$ cat src/rtl/nibble_entry_ctrl_if.sv
// Keypad-entry bus between the scanner/consumer side and nibble_entry_ctrl.
//   key_valid, key_code, clear, out_ready : towards the controller
//   word, word_valid, digit_count,
//   shift_en, timeout                     : from the controller
// master = keypad/consumer side, slave = controller.
interface nibble_entry_ctrl_if #(
    parameter int unsigned NIBBLES = 4
);
    logic                   key_valid;
    logic [3:0]             key_code;
    logic                   clear;
    logic                   out_ready;
    logic [4*NIBBLES-1:0]   word;
    logic                   word_valid;
    logic [2:0]             digit_count;
    logic                   shift_en;
    logic                   timeout;

    modport master (
        output key_valid, key_code, clear, out_ready,
        input  word, word_valid, digit_count, shift_en, timeout
    );

    modport slave (
        input  key_valid, key_code, clear, out_ready,
        output word, word_valid, digit_count, shift_en, timeout
    );
endinterface

$ cat src/rtl/nibble_entry_ctrl.sv
// nibble_entry_ctrl: assembles NIBBLES key codes into one word and offers it
// downstream on a valid/ready handshake, then clears for the next entry.
// Ports:
//   clk    : system clock, rising edge
//   rst_n  : asynchronous active-low reset
//   bus    : nibble_entry_ctrl_if.slave (key_valid, key_code, clear,
//            out_ready in; word, word_valid, digit_count, shift_en, timeout out)
// Optional feature macro: ENTRY_TIMEOUT_EN -- discards a partial entry after
// TIMEOUT_CYCLES idle cycles; when undefined no counter exists, timeout = 0.
module nibble_entry_ctrl #(
    parameter int unsigned NIBBLES        = 4,
    parameter int unsigned TIMEOUT_CYCLES = 1000
) (
    input  logic                clk,
    input  logic                rst_n,
    nibble_entry_ctrl_if.slave  bus
);
    localparam int unsigned W = 4 * NIBBLES;

    if (NIBBLES < 2 || NIBBLES > 7 || TIMEOUT_CYCLES < 1) begin : g_bad_cfg
        $error("nibble_entry_ctrl: unsupported NIBBLES/TIMEOUT_CYCLES");
    end

    typedef enum logic {COLLECT, HOLD} state_t;

    state_t         state_q, state_d;
    logic           key_d_q;
    logic [W-1:0]   word_q, word_d;
    logic [2:0]     cnt_q, cnt_d;
    logic           shift_en_q, shift_en_d;
    logic           timeout_q, timeout_d;
    logic           press;

    // key_d resets high so a key held through reset release is not a press.
    assign press = bus.key_valid & ~key_d_q;

`ifdef ENTRY_TIMEOUT_EN
    localparam int unsigned IW = (TIMEOUT_CYCLES > 1) ? $clog2(TIMEOUT_CYCLES) : 1;
    localparam logic [IW-1:0] IDLE_LAST = IW'(TIMEOUT_CYCLES - 1);
    logic [IW-1:0]  idle_q, idle_d;
`endif

    always_comb begin
        state_d    = state_q;
        word_d     = word_q;
        cnt_d      = cnt_q;
        shift_en_d = 1'b0;
        timeout_d  = 1'b0;
`ifdef ENTRY_TIMEOUT_EN
        idle_d     = '0;
`endif
        if (bus.clear) begin
            state_d = COLLECT;
            word_d  = '0;
            cnt_d   = '0;
        end else begin
            unique case (state_q)
                COLLECT: begin
                    if (press) begin
                        word_d     = {word_q[W-5:0], bus.key_code};
                        cnt_d      = 3'(cnt_q + 3'd1);
                        shift_en_d = 1'b1;
                        if (cnt_q == 3'(NIBBLES - 1)) begin
                            state_d = HOLD;
                        end
                    end
`ifdef ENTRY_TIMEOUT_EN
                    // A press on the expiry cycle is taken by the branch above.
                    else if (cnt_q != '0) begin
                        if (idle_q == IDLE_LAST) begin
                            word_d    = '0;
                            cnt_d     = '0;
                            timeout_d = 1'b1;
                        end else begin
                            idle_d = IW'(idle_q + 1'b1);
                        end
                    end
`endif
                end
                HOLD: begin
                    if (bus.out_ready) begin
                        state_d = COLLECT;
                        word_d  = '0;
                        cnt_d   = '0;
                    end
                end
                default: state_d = COLLECT;
            endcase
        end
    end

    always_ff @(posedge clk or negedge rst_n) begin
        if (!rst_n) begin
            state_q    <= COLLECT;
            key_d_q    <= 1'b1;
            word_q     <= '0;
            cnt_q      <= '0;
            shift_en_q <= 1'b0;
            timeout_q  <= 1'b0;
        end else begin
            state_q    <= state_d;
            key_d_q    <= bus.key_valid;
            word_q     <= word_d;
            cnt_q      <= cnt_d;
            shift_en_q <= shift_en_d;
            timeout_q  <= timeout_d;
        end
    end

`ifdef ENTRY_TIMEOUT_EN
    always_ff @(posedge clk or negedge rst_n) begin
        if (!rst_n) begin
            idle_q <= '0;
        end else begin
            idle_q <= idle_d;
        end
    end
`endif

    assign bus.word        = word_q;
    assign bus.word_valid  = (state_q == HOLD);
    assign bus.digit_count = cnt_q;
    assign bus.shift_en    = shift_en_q;
    assign bus.timeout     = timeout_q;

endmodule
$ cat src/flat_wrapper.sv
// flat-port wrapper written by rule: the top's interface ports become plain ports
module nibble_entry_ctrl_flat 
#(
    parameter int unsigned NIBBLES        = 4,
    parameter int unsigned TIMEOUT_CYCLES = 1000
)
  (clk, rst_n, bus_key_valid, bus_key_code, bus_clear, bus_out_ready, bus_word, bus_word_valid, bus_digit_count, bus_shift_en, bus_timeout);
  nibble_entry_ctrl_if #(.NIBBLES(NIBBLES)) bus_i ();
  input  logic clk;
  input  logic rst_n;
  input wire logic [$bits(bus_i.key_valid)-1:0] bus_key_valid;
  input wire logic [$bits(bus_i.key_code)-1:0] bus_key_code;
  input wire logic [$bits(bus_i.clear)-1:0] bus_clear;
  input wire logic [$bits(bus_i.out_ready)-1:0] bus_out_ready;
  output wire logic [$bits(bus_i.word)-1:0] bus_word;
  output wire logic [$bits(bus_i.word_valid)-1:0] bus_word_valid;
  output wire logic [$bits(bus_i.digit_count)-1:0] bus_digit_count;
  output wire logic [$bits(bus_i.shift_en)-1:0] bus_shift_en;
  output wire logic [$bits(bus_i.timeout)-1:0] bus_timeout;
  assign bus_i.key_valid = bus_key_valid;
  assign bus_i.key_code = bus_key_code;
  assign bus_i.clear = bus_clear;
  assign bus_i.out_ready = bus_out_ready;
  assign bus_word = bus_i.word;
  assign bus_word_valid = bus_i.word_valid;
  assign bus_digit_count = bus_i.digit_count;
  assign bus_shift_en = bus_i.shift_en;
  assign bus_timeout = bus_i.timeout;
  nibble_entry_ctrl #(.NIBBLES(NIBBLES), .TIMEOUT_CYCLES(TIMEOUT_CYCLES)) u_core (.clk(clk), .rst_n(rst_n), .bus(bus_i));
endmodule
$ cat config.mk
export PLATFORM = sky130hd
export DESIGN_NAME = nibble_entry_ctrl_flat
export DESIGN_NICKNAME = d
export VERILOG_FILES = /design/src/rtl/nibble_entry_ctrl_if.sv /design/src/rtl/nibble_entry_ctrl.sv /design/src/flat_wrapper.sv
export SDC_FILE = /design/constraint.sdc
export NUM_CORES = 1
export LEC_CHECK = 0
export ABC_AREA = 1
export BUFFER_PORTS_ARGS = -buffer_cell sky130_fd_sc_hd__buf_2
export CAP_MARGIN = 20
export CORE_MARGIN = 2
export CORE_UTILIZATION = 48
export DETAILED_ROUTE_END_ITERATION = 16
export GPL_TIMING_DRIVEN = 0
export PLACE_DENSITY_LB_ADDON = 0.12
export RECOVER_POWER = 100
export SYNTH_ARGS = -nofsm -noshare
export SYNTH_HDL_FRONTEND = slang
export SYNTH_SLANG_ARGS = --single-unit
$ cat constraint.sdc
create_clock -name clk -period 1.22 [get_ports clk]
set_clock_uncertainty 0.05 [all_clocks]
set_input_delay 0.122 -clock clk [delete_from_list [all_inputs] [get_ports clk]]
set_output_delay 0.122 -clock clk [all_outputs]
set_load 0.01 [all_outputs]
==> results.py, run 1 <==
metrics = {
    "timing": {
        "worst_pin_slew_ns": 0.536,
        "timing_max_transition_violations_final": 0,
        "fin_ws_ns": -0.0316,
        "timing.slew.headroom_pct": 64.3,
        "fin_crit_sh_pct": 103,
        "final-setup-viol-count": 1,
        "timing.fmax_mhz": 799,
        "tns_ns": -0.0316,
        "unrepaired_setup_endpoints_after_global_routing": "yes",
        "hold_viol": 0,
        "layout_min_cycle_time_ns": 1.25,
    },
    "grt": {
        "gr-usage-all-layers_pct": 20.3,
        "grt_first_pass_wirelength_um": 3150,
        "antenna_found_initial": 0,
        "first_global_vias": 729,
        "maximum_number_of_pins_on_one_net_before_global_route_repair": 23,
        "global_route.overflow_total": 0,
    },
    "clock_tree": {
        "cts_tree": "done",
        "numCtsBuffers": 3,
        "htree_levels": 1,
        "cts.sink_count": 22,
        "cts_root_buf": "sky130_fd_sc_hd__clkbuf_4",
        "cts_clock_pin_slew_for_the_worst_setup_and_hold_paths_ns": 0.12,
        "worstSkewPairLatency_ns": 0.32,
        "cts.path.max_buffers": 2,
    },
    "synth": {
        "ys_seq_area_share_pct": 59.7,
        "synthArstFlopShare_pct": 100,
        "ys.flop_type": "sky130_fd_sc_hd__dfrtp_1",
        "netlist-cell-type-count": 15,
        "synth_edf_count": 0,
        "ys_warn_count": 0,
        "syn_inst_count": 102,
        "mean_instance_size_in_the_synthesized_netlist_um2": 9.07,
        "flop_and_latch_count_out_of_synthesis": 22,
        "syn_area_um2": 925,
        "syn-num-nets": 113,
    },
    "setup_path": {
        "critical_path.max_fanout": 10,
        "crit_path_end_kind": "flop",
        "category_of_the_critical_setup_timing_path": "flop to flop",
        "cp_data_arrival_time_ns": 1.46,
        "critical_path.startpoint_type": "flop",
        "cp.required_ns": 1.43,
    },
    "final_layout": {
        "nets": 156,
        "final_layout_size_suffix_gt1_share_pct": 21.5,
        "instances_no_fill": 169,
        "area.growth.synth_to_final_pct": 35.9,
        "mostFrequentLayoutCell": "sky130_fd_sc_hd__nand2_1",
        "filler_cell_count": 156,
        "layout.cells.most_common_list": "sky130_fd_sc_hd__nand2_1, sky130_fd_sc_hd__dfrtp_1, sky130_fd_sc_hd__clkbuf_1",
        "antenna_cells": 0,
    },
    "die": {
        "boundaryPins": 31,
        "chipHeight_um": 47.9,
        "rows": 15,
        "coreArea_um2": 1760,
        "die_w_um": 47.9,
        "initial_utilization_pct": 52.4,
        "dieArea_um2": 2290,
    },
    "min_path": {
        "worstHoldPathType": "input pin to flop",
    },
    "route": {
        "post_drt_via_cell_ratio": 4.92,
        "route.detailed.drc": 0,
        "postRouteAntennaNets": 0,
        "vias": 831,
        "route.final.wire_length_um": 2160,
        "firstDrtPassIters": 4,
        "routedWlPerCell_um": 12.8,
        "first_iter_violations": 14,
    },
    "pwr": {
        "p_per_area_nw_per_um2": 1180,
        "leakage_nw": 0.693,
        "worst_ir_drop_on_vdd_v": 0.000953,
    },
    "place": {
        "detailedPlace.worstSlack_ns": 0.0160,
        "place_inst": 156,
        "port_buffers": 29,
        "detailed_place_hpwl_um": 1310,
        "gp_congestion": 0.738,
    },
    "status": {
        "failed_checks": "setup timing",
        "run_status": "finished, violations left",
    },
    "flow_run": {
        "cap_viol_max_count": 0,
    },
}
-- power breakdown --
| part | leakage [nW] | total (mW) | switching [mW] | internal [mW] |
|---|---|---|---|---|
| Sequential | 0.301 | 0.757 | 0.0110 | 0.746 |
| Combinational | 0.364 | 0.159 | 0.0884 | 0.0709 |
| Clock | 0.0279 | 0.569 | 0.237 | 0.333 |
| Total | 0.693 | 1.49 | 0.336 | 1.15 |
-- layout make-up --
type	instances	area [µm²]	area share (%)
Clock buffer	3	22.5	1.79
Timing Repair Buffer	38	224	17.8
Inverter	4	15.0	1.20
Sequential cell	22	552	43.9
Buffer	6	45.0	3.59
Clock inverter	1	30.0	2.39
Tap cell	25	31.3	2.49
Multi-Input combinational cell	70	337	26.8
-- state kept, by name (all words and copies together) (netlist names) --
| signal | flops |
|---|---|
| u_core.bus.digit_count | 3 |
| u_core.bus.shift_en | 1 |
| u_core.bus.word | 16 |
| u_core.bus.word_valid | 1 |
| u_core.key_d_q | 1 |
-- cells in the mapped netlist, types with 2 or more instances --
cell type	instances	area share (%)
sky130_fd_sc_hd__buf_2	4	2.2
sky130_fd_sc_hd__dfrtp_1	21	57
sky130_fd_sc_hd__ha_1	2	2.7
sky130_fd_sc_hd__inv_1	3	1.2
sky130_fd_sc_hd__nand2_1	44	18
sky130_fd_sc_hd__nand3_1	17	9.2
sky130_fd_sc_hd__nand3b_1	2	1.6
sky130_fd_sc_hd__nor2_1	2	0.81
-- metrics by stage --
stage | hold WS (ns) | power, mW | instance area, µm² | util [%]
2_1_floorplan | -0.224 | 0.835 | 925 | -
3_3_place_gp | 0.0571 | 0.890 | 1100 | 62.4
3_5_place_dp | 0.0615 | 0.894 | 1100 | 62.4
4_1_cts | 0.0643 | 1.48 | 1220 | 69.2
5_1_grt | 0.160 | 1.54 | 1260 | 71.2
6_report | 0.142 | 1.49 | 1260 | 71.2
-- path summary, 6_finish.rpt --
path                       depth (start not counted)                              end  slack (ns)                       startpoint
hold reg to reg                                    2  u_core.bus.word[12]$_DFFE_PN0P_        0.44  u_core.bus.word[12]$_DFFE_PN0P_
min in group asynchronous                          2  u_core.bus.word_valid$_DFF_PN0_        0.24                            rst_n
hold / removal                                     4  u_core.bus.word_valid$_DFF_PN0_        0.14                    bus_out_ready
setup / recovery                                   6  u_core.bus.word_valid$_DFF_PN0_       -0.03  u_core.bus.word_valid$_DFF_PN0_
max in group asynchronous                          2         u_core.key_d_q$_DFF_PN1_        0.51                            rst_n
setup reg to reg                                   6  u_core.bus.word_valid$_DFF_PN0_       -0.03  u_core.bus.word_valid$_DFF_PN0_
-- routing by layer --
| layer | track usage, % | share of wire (%) | up-vias |
|---|---|---|---|
| met3 | 3.40 | 5.6 | 5 |
| met2 | 35.2 | 50 | 34 |
| met1 | 24.3 | 43 | 386 |
| li1 | - | - | 406 |
| met4 | 9.73 | 1.8 | 0 |
| met5 | 0 | 0 | - |
-- worst max-delay path, stage by stage (launching register included) --
cell	delay (ns)
sky130_fd_sc_hd__dfrtp_1	0.42
sky130_fd_sc_hd__nor2_2	0.17
sky130_fd_sc_hd__buf_2	0.25
sky130_fd_sc_hd__nand2_1	0.09
sky130_fd_sc_hd__inv_2	0.06
sky130_fd_sc_hd__nand2_1	0.06
sky130_fd_sc_hd__nand2_1	0.09
-- repair_timing --
action                                 4_1_cts  5_1_grt
hold buffers                                 6        0
pin swaps                                    0        3
resized for setup                            0        7
endpoints found under the hold margin       26        0
setup endpoints to repair                    1       13
setup buffers                                1        2
-- cells by family after synthesis --
group,Yosys count,synth area share [%]
and+or+nand+nor,67,31.4
DFF,22,59.7
buffers and inverters,10,5.82
adders and majority gates,2,2.71
other,1,0.406
(Power assumes the default switching activity.)
==> run 2, diff against run 1 <==
--- a/config.mk
+++ b/config.mk
@@ -14,6 +14,7 @@
 export GPL_TIMING_DRIVEN = 0
 export PLACE_DENSITY_LB_ADDON = 0.12
 export RECOVER_POWER = 100
+export REMOVE_ABC_BUFFERS = 1
 export SYNTH_ARGS = -nofsm -noshare
 export SYNTH_HDL_FRONTEND = slang
 export SYNTH_SLANG_ARGS = --single-unit
==> run 2 against run 1 <==
Effect of this change:
- the run now ends clean
- critical path depth shrank 2
- combinational power shrank 8%
- sequential share of layout area up 1.2 points
- largest cell class unchanged
==> results.py, run 2 (synthesis results as in run 1) <==
metrics = {
    "status": {
        "run_status": "completed",
    },
    "die": {
        "die_w_um": 47.9,
        "boundaryPins": 31,
        "dieArea_um2": 2290,
        "rows": 15,
        "coreArea_um2": 1760,
        "chipHeight_um": 47.9,
        "initial_utilization_pct": 52.4,
    },
    "timing": {
        "timing.fmax_mhz": 850,
        "fin_crit_sh_pct": 96.4,
        "timing_max_transition_violations_final": 0,
        "final-setup-viol-count": 0,
        "timing.slew.headroom_pct": 64.0,
        "worst_pin_slew_ns": 0.541,
        "tns_ns": 0,
        "hold_viol": 0,
        "layout_min_cycle_time_ns": 1.18,
    },
    "pwr": {
        "worst_ir_drop_on_vdd_v": 0.00109,
        "p_per_area_nw_per_um2": 1070,
        "leakage_nw": 0.708,
        "design_power_total_mw": 1.32,
    },
    "setup_path": {
        "critical_path.cell_chain": "ha_2 > ha_1 > nand3b_1 > nand2_1",
        "critical_path.max_fanout": 2,
        "slowest_delay_ns": 0.41,
        "critical_path.startpoint_type": "flop",
        "cp_data_arrival_time_ns": 1.39,
        "timing.reg2reg.worst_path_depth": 4,
        "rrSetupSlack_ns": 0.04,
        "critical_path.reg2reg.startpoint": "u_core.bus.digit_count[0]$_DFFE_PN0P_",
        "critical_path_launch_point": "u_core.bus.digit_count[0]$_DFFE_PN0P_",
        "crit_path_end_kind": "flop",
        "cp.required_ns": 1.44,
        "crit_slowest_cell": "sky130_fd_sc_hd__dfrtp_1",
        "r2r-end": "u_core.bus.digit_count[2]$_DFFE_PN0P_",
        "category_of_the_critical_setup_timing_path": "flop to flop",
    },
    "min_path": {
        "worst_hold_path.num_cells": 4,
        "min_delay_worst_endpoint": "u_core.bus.word_valid$_DFF_PN0_",
        "worstHoldPathType": "input pin to flop",
        "worst_hold_startpoint": "bus_out_ready",
    },
    "final_layout": {
        "filler_cell_count": 158,
        "antenna_cells": 0,
        "layout.cells.most_common_list": "sky130_fd_sc_hd__nand2_1, sky130_fd_sc_hd__buf_2, sky130_fd_sc_hd__dfrtp_1",
        "final_layout_size_suffix_gt1_share_pct": 28.4,
        "largest_register_ff_count": 16,
        "mostFrequentLayoutCell": "sky130_fd_sc_hd__nand2_1",
        "layout.area.seq_um2": 553,
        "nets": 153,
        "area.growth.synth_to_final_pct": 32.5,
        "multi_input_area_um2": 368,
    },
    "place": {
        "gp_congestion": 0.688,
        "detailed_place_hpwl_um": 1110,
        "port_buffers": 29,
    },
    "flow_run": {
        "cap_viol_max_count": 0,
    },
    "clock_tree": {
        "cts_root_buf": "sky130_fd_sc_hd__clkbuf_4",
        "cts.path.max_buffers": 2,
        "cts_tree": "done",
        "cts_clock_pin_slew_for_the_worst_setup_and_hold_paths_ns": 0.12,
        "cts.sink_count": 22,
        "worstSkewPairLatency_ns": 0.32,
        "numCtsBuffers": 3,
        "htree_levels": 1,
    },
    "route": {
        "vias": 793,
        "first_iter_violations": 2,
        "postRouteAntennaNets": 0,
        "route.final.wire_length_um": 1970,
        "routedWlPerCell_um": 11.9,
        "firstDrtPassIters": 4,
        "route.detailed.drc": 0,
        "post_drt_via_cell_ratio": 4.78,
    },
    "grt": {
        "grt_first_pass_wirelength_um": 3130,
        "first_global_vias": 732,
        "gr-usage-all-layers_pct": 20.5,
        "antenna_found_initial": 0,
        "maximum_number_of_pins_on_one_net_before_global_route_repair": 23,
        "global_route.overflow_total": 0,
    },
}
[run 2: cell type report]
| cell class | count | area share (%) |
|---|---|---|
| inverter | 4 | 1.23 |
| tap | 25 | 2.55 |
| timing repair buffer | 38 | 18.1 |
| clock buffer | 4 | 2.96 |
| sequential | 22 | 45.1 |
| multi-input combinational | 73 | 30.0 |
[run 2: critical path, delay by kind of cell, from the launching register on]
| kind | cells | cell delay [ns] |
|---|---|---|
| adder cells (fa/ha/maj) | 2 | 0.45 |
| flip-flops | 1 | 0.41 |
| AND/OR/NAND/NOR | 2 | 0.22 |
[run 2: worst max path at each step]
stage                                                        to  slack, ns
after floorplan           u_core.bus.digit_count[1]$_DFFE_PN0P_      -0.23
after global placement          u_core.bus.word_valid$_DFF_PN0_      -0.50
after detailed placement         u_core.bus.word[7]$_DFFE_PN0P_      -0.50
after CTS                       u_core.bus.word_valid$_DFF_PN0_      0.009
after global routing             u_core.bus.word[4]$_DFFE_PN0P_     -0.002
final                     u_core.bus.digit_count[2]$_DFFE_PN0P_       0.04
[run 2: metal layers]
layer	vias to the layer above	part of all wire, %	global-route usage, %
met5	-	0	0
met4	0	2.3	11.4
met3	5	4.8	3.77
met2	23	46	32.0
met1	363	47	26.7
li1	402	-	-
[run 2: power breakdown]
group	switching, mW	total (mW)	leakage (nW)	internal (mW)
clock network	0.228	0.410	0.0210	0.183
registers	0.0116	0.758	0.299	0.746
logic	0.0888	0.147	0.389	0.0583
[run 2: repair_timing]
| item | 4_1_cts | 5_1_grt |
|---|---|---|
| buffers inserted | 2 | 0 |
| hold buffers | 6 | 0 |
| pin swaps | 1 | 3 |
| setup endpoints to repair | 21 | 20 |
| hold endpoints to repair | 26 | 0 |
| cloned | 1 | 2 |
| resized for setup | 2 | 7 |
[run 2: stage by stage]
| stage | setup slack (ns) | cells | hold WS (ns) | util (%) | area [µm²] |
|---|---|---|---|---|---|
| after detailed placement | -0.495 | 151 | 0.0614 | 60.9 | 1070 |
| after global placement | -0.500 | 150 | 0.0554 | 60.2 | 1060 |
| after CTS | 0.00902 | 164 | 0.0665 | 67.9 | 1200 |
| after floorplan | -0.232 | 96 | -0.224 | - | 886 |
| after global routing | -0.00172 | 166 | 0.108 | 69.4 | 1220 |
| final | 0.0440 | 166 | 0.0982 | 69.4 | 1220 |
==> run 3, diff against run 2 <==
--- a/config.mk
+++ b/config.mk
@@ -12,7 +12,7 @@
 export CORE_UTILIZATION = 48
 export DETAILED_ROUTE_END_ITERATION = 16
 export GPL_TIMING_DRIVEN = 0
-export PLACE_DENSITY_LB_ADDON = 0.12
+export PLACE_DENSITY = 0.88
 export RECOVER_POWER = 100
 export REMOVE_ABC_BUFFERS = 1
 export SYNTH_ARGS = -nofsm -noshare
==> run 3 against run 2 <==
Effect of this change:
- sequential cell count unchanged
- largest power group unchanged
- largest cell class unchanged
- clock power decreased by 17%
- core utilization decreased by 0.35 points
- critical path type unchanged
- highest routed layer unchanged
==> results.py, run 3 (synthesis results as in run 1) <==
metrics = {
    "status": {
        "run_status": "completed",
    },
    "clock_tree": {
        "cts_root_buf": "sky130_fd_sc_hd__clkbuf_4",
        "htree_levels": 1,
        "cts_tree": "done",
        "worstSkewPairLatency_ns": 0.31,
        "cts.sink_count": 22,
        "cts_clock_pin_slew_for_the_worst_setup_and_hold_paths_ns": 0.11,
        "cts.path.max_buffers": 2,
        "numCtsBuffers": 3,
    },
    "pwr": {
        "p_per_area_nw_per_um2": 1030,
        "design_power_total_mw": 1.25,
        "leakage_nw": 0.703,
        "worst_ir_drop_on_vdd_v": 0.000855,
    },
    "setup_path": {
        "critical_path.endpoint": "u_core.bus.digit_count[2]$_DFFE_PN0P_",
        "critical_path.reg2reg.startpoint": "u_core.bus.digit_count[1]$_DFFE_PN0P_",
        "cp.required_ns": 1.37,
        "critical_path.max_fanout": 3,
        "timing.reg2reg.worst_path_depth": 4,
        "r2r-end": "u_core.bus.digit_count[2]$_DFFE_PN0P_",
        "critical_path.cell_chain": "ha_2 > ha_4 > nand3b_1 > nand2_1",
        "cp_data_arrival_time_ns": 1.34,
        "rrSetupSlack_ns": 0.03,
        "crit_slowest_cell": "sky130_fd_sc_hd__dfrtp_1",
        "crit_path_end_kind": "flop",
        "category_of_the_critical_setup_timing_path": "flop to flop",
        "critical_path_launch_point": "u_core.bus.digit_count[1]$_DFFE_PN0P_",
        "slowest_delay_ns": 0.42,
        "critical_path.startpoint_type": "flop",
    },
    "timing": {
        "timing.fmax_mhz": 844,
        "worst_hold_slack_ns": 0.178,
        "timing_max_transition_violations_final": 0,
        "fin_crit_sh_pct": 97.2,
        "unrepaired_setup_endpoints_after_global_routing": "yes",
        "final-setup-viol-count": 0,
        "layout_min_cycle_time_ns": 1.19,
        "hold_viol": 0,
        "worst_pin_slew_ns": 0.542,
        "timing.slew.headroom_pct": 63.9,
    },
    "route": {
        "routedWlPerCell_um": 13.9,
        "route.final.wire_length_um": 2310,
        "vias": 837,
        "post_drt_via_cell_ratio": 5.04,
        "postRouteAntennaNets": 0,
        "first_iter_violations": 13,
        "route.detailed.drc": 0,
        "firstDrtPassIters": 4,
    },
    "grt": {
        "antenna_found_initial": 0,
        "global_route.overflow_total": 0,
        "grt_first_pass_wirelength_um": 3350,
        "first_global_vias": 727,
        "maximum_number_of_pins_on_one_net_before_global_route_repair": 23,
        "gr-usage-all-layers_pct": 21.8,
    },
    "final_layout": {
        "antenna_cells": 0,
        "nets": 153,
        "multi_input_area_um2": 373,
        "mostFrequentLayoutCell": "sky130_fd_sc_hd__nand2_1",
        "largest_register_ff_count": 16,
        "final_layout_size_suffix_gt1_share_pct": 27.0,
        "layout.area.seq_um2": 552,
        "final_area_um2": 1220,
        "layout.core_utilization_pct": 69.1,
        "filler_cell_count": 136,
        "area.growth.synth_to_final_pct": 31.8,
        "instances_no_fill": 166,
        "layout.cells.most_common_list": "sky130_fd_sc_hd__nand2_1, sky130_fd_sc_hd__dfrtp_1, sky130_fd_sc_hd__buf_2",
    },
    "place": {
        "place_inst": 151,
        "detailed_place.area_um2": 1070,
        "detailed_place_hpwl_um": 1290,
        "port_buffers": 29,
        "gp_congestion": 0.720,
    },
    "min_path": {
        "worstHoldPathType": "input pin to flop",
    },
    "die": {
        "dieArea_um2": 2290,
        "initial_utilization_pct": 52.4,
        "boundaryPins": 31,
        "chipHeight_um": 47.9,
        "die_w_um": 47.9,
        "rows": 15,
        "coreArea_um2": 1760,
    },
    "flow_run": {
        "cap_viol_max_count": 0,
    },
}
run 3: repair_timing:
item / in CTS / in global routing
hold buffers: 6 / 0
endpoints found under the hold margin: 26 / 0
resized for setup: 2 / 5
endpoints found under the setup margin: 21 / 10
buffers inserted: 2 / 0
pin swaps: 1 / 4
gates cloned: 1 / 2
run 3: cell type report:
cell class / count / share of cell area, %
Multi-Input combinational cell: 73 / 30.6
Timing Repair Buffer: 38 / 18.2
Clock buffer: 4 / 2.16
Inverter: 4 / 1.23
Sequential cell: 22 / 45.3
Tap cell: 25 / 2.57
run 3: metrics by stage:
step / TNS (ns) / setup slack [ns]
6_report: 0 / 0.0345
5_1_grt: -0.0407 / -0.0114
4_1_cts: 0 / 0.00156
3_5_place_dp: -8.99 / -0.474
3_3_place_gp: -9.57 / -0.477
2_1_floorplan: -4.66 / -0.232
run 3: critical path: cells and delay by family (launching register included):
family	cells	cell delay (ns)
adder cells (fa/ha/maj)	2	0.46
flip-flops	1	0.42
AND/OR/NAND/NOR	2	0.15
run 3: report_power, final:
part           switching [mW]  leakage, nW  internal [mW]  total, mW
Clock                   0.214       0.0150          0.128      0.341
Combinational          0.0929        0.387         0.0584      0.151
Sequential             0.0122        0.301          0.746      0.758
run 3: worst min path at each step:
stage                  start                                    end  slack (ns)  depth (start not counted)
3_3_place_gp           rst_n  u_core.bus.digit_count[2]$_DFFE_PN0P_        0.05                          1
5_1_grt            bus_clear         u_core.bus.word[4]$_DFFE_PN0P_        0.19                          4
4_1_cts        bus_out_ready        u_core.bus.word_valid$_DFF_PN0_        0.08                          4
3_5_place_dp           rst_n        u_core.bus.word_valid$_DFF_PN0_        0.06                          1
2_1_floorplan          rst_n  u_core.bus.digit_count[0]$_DFFE_PN0P_       -0.22                          0
6_report       bus_key_valid          u_core.bus.shift_en$_DFF_PN0_        0.18                          5
run 3: layer usage:
layer | vias up | part of all wire [%] | track usage (%) | routed length, µm
li1 | 398 | - | - | -
met1 | 403 | 38 | 27.9 | 888
met2 | 32 | 54 | 35.5 | 1240
met3 | 4 | 5.4 | 4.91 | 125
met4 | 0 | 2.3 | 9.19 | 53
met5 | - | 0 | 0 | 0
